<file path="config.mk">
export PLATFORM = sky130hd
export DESIGN_NAME = alu_multicycle
export DESIGN_NICKNAME = d
export VERILOG_FILES = /design/src/rtl/alu_pkg.sv /design/src/rtl/alu_iter_muldiv.sv /design/src/rtl/alu_multicycle.sv
export SDC_FILE = /design/constraint.sdc
export NUM_CORES = 1
export LEC_CHECK = 0
export BUFFER_PORTS_ARGS = -buffer_cell sky130_fd_sc_hd__buf_2
export CORE_MARGIN = 4
export CORE_UTILIZATION = 59
export DETAILED_ROUTE_END_ITERATION = 6
export HOLD_SLACK_MARGIN = 0.1
export PLACE_DENSITY_LB_ADDON = 0.15
export SLEW_MARGIN = 20
export SYNTH_ARGS = -nofsm -noshare
export SYNTH_HDL_FRONTEND = slang
export SYNTH_SLANG_ARGS = --single-unit
</file>
<file path="constraint.sdc">
create_clock -name clk -period 10.38 [get_ports clk]
set_input_delay 0.519 -clock clk [delete_from_list [all_inputs] [get_ports clk]]
set_output_delay 0.519 -clock clk [all_outputs]
set_load 0.03 [all_outputs]
</file>
<file path="src/rtl/alu_pkg.sv">
// Shared types and constants for the multi-cycle ALU.
package alu_pkg;

   // ALU operation encoding; the decode-side mapping depends on these values.
   typedef enum logic [2:0] {
      ALU_ADD = 3'b000,
      ALU_SUB = 3'b001,
      ALU_MUL = 3'b010,
      ALU_DIV = 3'b011,
      ALU_AND = 3'b100,
      ALU_OR  = 3'b101,
      ALU_XOR = 3'b110,
      ALU_NOT = 3'b111
   } aluop_t;

   // Control states of the top-level handshake FSM.
   typedef enum logic [1:0] {
      IDLE = 2'b00,
      BUSY = 2'b01,
      DONE = 2'b10
   } alu_state_t;

   // Bit positions inside the flags output.
   localparam int FLAG_Z = 1;
   localparam int FLAG_N = 0;

endpackage

</file>
<file path="src/rtl/alu_iter_muldiv.sv">
// Iterative engine: shift-add multiply and restoring divide, one step per cycle.
// On the final step, done is high and result carries that step's outcome, so
// the caller can register it on the same edge.
module alu_iter_muldiv
   import alu_pkg::*;
#(
   parameter int WIDTH = 32
) (
   input  logic             clk,
   input  logic             rst_n,
   input  logic             start,
   input  logic             is_div,
   input  logic [WIDTH-1:0] a,
   input  logic [WIDTH-1:0] b,
   output logic             busy,
   output logic             done,
   output logic [WIDTH-1:0] result
);

   localparam int CNT_W = $clog2(WIDTH + 1);

   logic [CNT_W-1:0] cnt_r;
   logic             is_div_r;
   logic [WIDTH-1:0] mcand_r;
   logic [WIDTH-1:0] mplier_r;
   logic [WIDTH-1:0] acc_r;
   logic [WIDTH-1:0] rem_r;
   logic [WIDTH-1:0] quot_r;
   logic [WIDTH-1:0] divisor_r;

   logic [WIDTH-1:0] acc_nxt_s;
   logic [WIDTH:0]   rem_sh_s;
   logic [WIDTH-1:0] rem_nxt_s;
   logic [WIDTH-1:0] quot_nxt_s;

   // Next-step values for both algorithms; only the active one is committed.
   always_comb begin
      acc_nxt_s  = acc_r;
      rem_sh_s   = {rem_r, quot_r[WIDTH-1]};
      rem_nxt_s  = rem_sh_s[WIDTH-1:0];
      quot_nxt_s = {quot_r[WIDTH-2:0], 1'b0};
      if (mplier_r[0]) begin
         acc_nxt_s = acc_r + mcand_r;
      end else begin
         acc_nxt_s = acc_r;
      end
      // The shifted remainder may need WIDTH+1 bits; the difference always fits in WIDTH.
      if (rem_sh_s >= {1'b0, divisor_r}) begin
         rem_nxt_s  = rem_sh_s[WIDTH-1:0] - divisor_r;
         quot_nxt_s = {quot_r[WIDTH-2:0], 1'b1};
      end else begin
         rem_nxt_s  = rem_sh_s[WIDTH-1:0];
         quot_nxt_s = {quot_r[WIDTH-2:0], 1'b0};
      end
   end

   assign busy   = (cnt_r != {CNT_W{1'b0}});
   assign done   = (cnt_r == CNT_W'(1));
   assign result = is_div_r ? quot_nxt_s : acc_nxt_s;

   // Load operands on start, then advance one iteration per cycle while busy.
   always_ff @(posedge clk or negedge rst_n) begin
      if (!rst_n) begin
         cnt_r     <= {CNT_W{1'b0}};
         is_div_r  <= 1'b0;
         mcand_r   <= {WIDTH{1'b0}};
         mplier_r  <= {WIDTH{1'b0}};
         acc_r     <= {WIDTH{1'b0}};
         rem_r     <= {WIDTH{1'b0}};
         quot_r    <= {WIDTH{1'b0}};
         divisor_r <= {WIDTH{1'b0}};
      end else if (start) begin
         cnt_r     <= CNT_W'(WIDTH);
         is_div_r  <= is_div;
         mcand_r   <= a;
         mplier_r  <= b;
         acc_r     <= {WIDTH{1'b0}};
         rem_r     <= {WIDTH{1'b0}};
         quot_r    <= a;
         divisor_r <= b;
      end else if (busy) begin
         cnt_r <= cnt_r - CNT_W'(1);
         if (is_div_r) begin
            rem_r  <= rem_nxt_s;
            quot_r <= quot_nxt_s;
         end else begin
            acc_r    <= acc_nxt_s;
            mcand_r  <= mcand_r << 1;
            mplier_r <= mplier_r >> 1;
         end
      end
   end

endmodule

</file>
<file path="src/rtl/alu_multicycle.sv">
// Handshaked ALU: single-cycle logic/add/sub ops, iterative MUL/DIV.
// Owns the IDLE/BUSY/DONE FSM, the valid/ready handshakes and flag generation.
module alu_multicycle
   import alu_pkg::*;
#(
   parameter int WIDTH = 32
) (
   input  logic             clk,
   input  logic             rst_n,
   input  logic             in_valid,
   output logic             in_ready,
   input  logic [2:0]       op,
   input  logic [WIDTH-1:0] a,
   input  logic [WIDTH-1:0] b,
   output logic             out_valid,
   input  logic             out_ready,
   output logic [WIDTH-1:0] result,
   output logic [1:0]       flags,
   output logic             div_zero
);

   alu_state_t       state_r;
   logic             in_ready_r;
   logic             out_valid_r;
   logic [WIDTH-1:0] result_r;
   logic [1:0]       flags_r;
   logic             div_zero_r;

   aluop_t           op_s;
   logic             accept_s;
   logic             start_s;
   logic             b_zero_s;
   logic [WIDTH-1:0] single_res_s;
   logic             iter_busy_s;
   logic             iter_done_s;
   logic [WIDTH-1:0] iter_result_s;

   // Z and N derived from a final result value.
   function automatic logic [1:0] flags_of(input logic [WIDTH-1:0] v);
      logic [1:0] f;
      f         = 2'b00;
      f[FLAG_Z] = (v == {WIDTH{1'b0}});
      f[FLAG_N] = v[WIDTH-1];
      return f;
   endfunction

   assign op_s     = aluop_t'(op);
   assign accept_s = in_valid && in_ready_r;
   assign b_zero_s = (b == {WIDTH{1'b0}});

   // Launch the iterative engine only for MUL and for DIV with a nonzero divisor.
   always_comb begin
      start_s = 1'b0;
      if (accept_s && (op_s == ALU_MUL)) begin
         start_s = 1'b1;
      end else if (accept_s && (op_s == ALU_DIV) && !b_zero_s) begin
         start_s = 1'b1;
      end else begin
         start_s = 1'b0;
      end
   end

   // Results of the ops that complete on the accept edge (DIV here covers only b==0).
   always_comb begin
      single_res_s = {WIDTH{1'b0}};
      case (op_s)
         ALU_ADD: single_res_s = a + b;
         ALU_SUB: single_res_s = a - b;
         ALU_AND: single_res_s = a & b;
         ALU_OR:  single_res_s = a | b;
         ALU_XOR: single_res_s = a ^ b;
         ALU_NOT: single_res_s = ~a;
         ALU_DIV: single_res_s = {WIDTH{1'b1}};
         default: single_res_s = {WIDTH{1'b0}};
      endcase
   end

   alu_iter_muldiv #(
      .WIDTH (WIDTH)
   ) u_iter (
      .clk    (clk),
      .rst_n  (rst_n),
      .start  (start_s),
      .is_div (op_s == ALU_DIV),
      .a      (a),
      .b      (b),
      .busy   (iter_busy_s),
      .done   (iter_done_s),
      .result (iter_result_s)
   );

   // Handshake FSM with registered outputs.
   always_ff @(posedge clk or negedge rst_n) begin
      if (!rst_n) begin
         state_r     <= IDLE;
         in_ready_r  <= 1'b1;
         out_valid_r <= 1'b0;
         result_r    <= {WIDTH{1'b0}};
         flags_r     <= 2'b10;
         div_zero_r  <= 1'b0;
      end else begin
         case (state_r)
            IDLE: begin
               if (start_s) begin
                  state_r    <= BUSY;
                  in_ready_r <= 1'b0;
                  div_zero_r <= 1'b0;
               end else if (accept_s) begin
                  state_r     <= DONE;
                  in_ready_r  <= 1'b0;
                  out_valid_r <= 1'b1;
                  result_r    <= single_res_s;
                  flags_r     <= flags_of(single_res_s);
                  div_zero_r  <= (op_s == ALU_DIV);
               end
            end
            BUSY: begin
               if (iter_done_s) begin
                  state_r     <= DONE;
                  out_valid_r <= 1'b1;
                  result_r    <= iter_result_s;
                  flags_r     <= flags_of(iter_result_s);
               end else if (!iter_busy_s) begin
                  // Engine idle while we wait on it: recover instead of hanging.
                  state_r    <= IDLE;
                  in_ready_r <= 1'b1;
               end
            end
            DONE: begin
               if (out_ready) begin
                  state_r     <= IDLE;
                  out_valid_r <= 1'b0;
                  in_ready_r  <= 1'b1;
               end
            end
            default: begin
               state_r     <= IDLE;
               in_ready_r  <= 1'b1;
               out_valid_r <= 1'b0;
            end
         endcase
      end
   end

   assign in_ready  = in_ready_r;
   assign out_valid = out_valid_r;
   assign result    = result_r;
   assign flags     = flags_r;
   assign div_zero  = div_zero_r;

endmodule

</file>
==> reports/qor.yml <==
route:
  vias_per_cell: 6.541
  top_layer: "met4"
  first_pass_iters: 5
  wl_met1_um: 27000
  routed_wl_um: 64050
  vias: 18540
  drc: 0
  wl_per_cell_um: 22.59
  ant_nets: 0
  dr_wl_met3_um: 5265
  drtIter0Drc: 1975
  dr_wl_met2_um: 28840
power:
  vdd.ir_drop.worst_mv: 0.3492
  power_density_nw_per_um2: 340.6
  power.leakage_nw: 9.713
placement:
  dpl.hpwl_um: 46640
  placed_cell_area_um2: 19690
  port_buffers: 107
  routabilityCongestion: 0.9683
  place_ws_ns: 4.484
worst_setup_path:
  cp.required_ns: 10.84
  endpoint_kind: "flop"
  cp.arrival_ns: 5.91
  r2r_start: "u_iter.divisor_r[1]$_DFFE_PN0N_"
  path_class: "in -> reg"
  start_kind: "input pin"
  crit_path_start: "op[2]"
  cp_max_fo: 60
global_routing:
  grt_max_degree: 96
  grt-ovfl-total: 0
  grtUsageTotal: 0.3514
  grt_pass1_wl_um: 99440
  grt_pass1_vias: 17600
  grt_antenna_before_repair: 1
flow_run:
  maxCapViolations: 0
timing:
  slew_violations: 0
  setup_viol: 0
  max-slew-margin-rel: 0.2973
  hold_viol: 0
  worst_clock_skew_ns: 0.02012
  rsz0062_at_grt: "no"
  worst_slew_pin_slew_ns: 1.052
  hold_slack_ns: 0.2736
  period_share: 0.5244
  worst_slack_ns: 4.937
  fin_tns_setup_ns: 0
  timing.fmax_mhz: 183.7
  finalCriticalPeriod_ns: 5.443
logic_synthesis:
  syn_area_per_cell_um2: 7.929
  yosys_warnings: 0
  synth_seq_cells: 237
  netlist_area_um2: 18920
  yosysSeqAreaShare: 0.3136
  synth_flop_cell: "dfrtp_1"
  synth_cells: 2386
  synthArstFlopShare: 1.000
  syn-num-nets: 2621
  netlist-cell-type-count: 82
  synth_edf_count: 0
clock_network:
  clk_latency_ns: 0.57
  clock-sinks: 237
  cts_made_buffers: 27
  clk_path_buf_depth: 3
  cts_max_level: 1
  cts_tree: "yes"
  clkTransAtPathRegs_ns: 0.07
  post_cts_buffers: 0
  cts-root-buf: "clkbuf_16"
layout:
  mostFrequentLayoutCells: "383 x nand2_1, 233 x dfrtp_1, 198 x a21oi_1"
  drive_gt1_frac: 0.08553
  area_growth_pct: 9.239
  final_common_cell: "nand2_1"
  finish.net_count: 2647
  finish.instance_area_um2: 20670
  nFillCells: 2758
floorplanning:
  die_x_um: 187.1
  io_pins: 108
  die-area_um2: 35000
  start_util: 0.5996
  rows: 65
  core_um2: 31560
  die_h_um: 187.1
worst_hold_path:
  min_from: "b[27]"
  worstHoldPathType: "in -> reg"
run_status:
  status: "complete, no violations"
[synth_stat cells, types with 34 or more instances]
master    count  area [um2]
a211oi_1     42       315.3
a21o_1       48       360.4
a21oi_1     199       996.0
a31oi_1      90       563.0
clkbuf_1    122       457.9
dfrtp_1     235        5881
ha_1        161        2014
inv_1       131       491.7
mux2i_1      81       810.8
nand2_1     385        1445
nor2_1      183       686.9
o211ai_1     34       255.2
o21ai_0      79       395.4
o21ai_1     118       590.6
xnor2_1      68       595.6
[report_power, final]
part / switching (mW) / internal, mW / leakage, nW
combinational: 2.64 / 1.63 / 6.32
clock: 0.415 / 0.634 / 0.476
sequential: 0.332 / 1.39 / 2.91
[cells by family (layout without fill, tap and decap cells)]
logic type / Yosys count / after routing / synth area share
and+or+nand+nor: 779 / 779 / 0.1842
AOI/OAI and AO/OA: 751 / 751 / 0.2469
buffers and inverters: 271 / 317 / 0.05403
DFF: 237 / 237 / 0.3136
adders and majority gates: 164 / 164 / 0.1096
xor gates and xnor gates: 95 / 95 / 0.04398
muxes: 89 / 89 / 0.04762
other: 0 / 1 / 0
[path summary, 6_finish.rpt]
path                                                         end  slack [ns]  cells past startpoint
worst max register to register              flags[1]$_DFFE_PN1P_        5.95                     15
worst min register to register            result[20]$_DFFE_PN0P_        0.47                      2
worst max-delay path                        flags[1]$_DFFE_PN1P_        4.94                     20
min in group asynchronous           u_iter.acc_r[16]$_DFFE_PN0P_        0.57                      2
worst min-delay path            u_iter.divisor_r[27]$_DFFE_PN0N_        0.27                      3
max in group asynchronous          u_iter.quot_r[11]$_DFFE_PN0P_        8.53                      3
[registers in the layout (all words and copies together) (netlist names), 6 cells and up]
name,count
u_iter.cnt_r,6
u_iter.quot_r,32
u_iter.rem_r,32
result,31
u_iter.acc_r,32
u_iter.divisor_r,32
u_iter.mcand_r,32
u_iter.mplier_r,32
[per-stage QoR]
step                      cells  power (mW)  utilization
after floorplan            2386       4.810            -
after global placement     2784       5.752       0.6239
after detailed placement   2784       5.875       0.6239
after CTS                  2834       6.967       0.6548
after global routing       2835       7.567       0.6550
final                      2835       7.040       0.6550
[timing repair]
item / in CTS / in global routing
endpoints found under the hold margin: 93 / 0
gates resized for setup: 0 / 0
hold buffers: 1 / 0
[per-layer routing]
layer	up-vias	GRT usage
met3	179	0.05860
met1	8881	0.4850
met2	880	0.5558
met5	-	0
li1	8603	-
met4	0	0.1379
[worst max-delay path, cell delays in order]
cell	delay (ns)
buf_2	0.07
buf_4	0.53
nor2_2	0.04
buf_4	0.27
nand2_1	0.71
o21ai_0	0.26
xnor2_1	0.19
ha_1	0.38
a211oi_1	0.28
o21ai_1	0.13
a31o_1	0.26
o31ai_1	0.25
o21ai_1	0.29
a2111oi_0	0.44
nor3_1	0.14
nor4_1	0.46
nand4_1	0.19
nor4_2	0.28
a21oi_1	0.07
o31ai_1	0.10
[area by class of cell]
class                      instances  area (um2)  share of cell area
multi-input combinational       1878       12010              0.5810
sequential                       237        5936              0.2872
clock buffer                      36       749.5             0.03626
timing repair buffer             133       749.5             0.03626
inverter                         135       506.7             0.02452
tap                              402       503.0             0.02434
clock inverter                    13       212.7             0.01029
antenna                            1       2.502           0.0001211
Power figures use the tool's default switching activity.
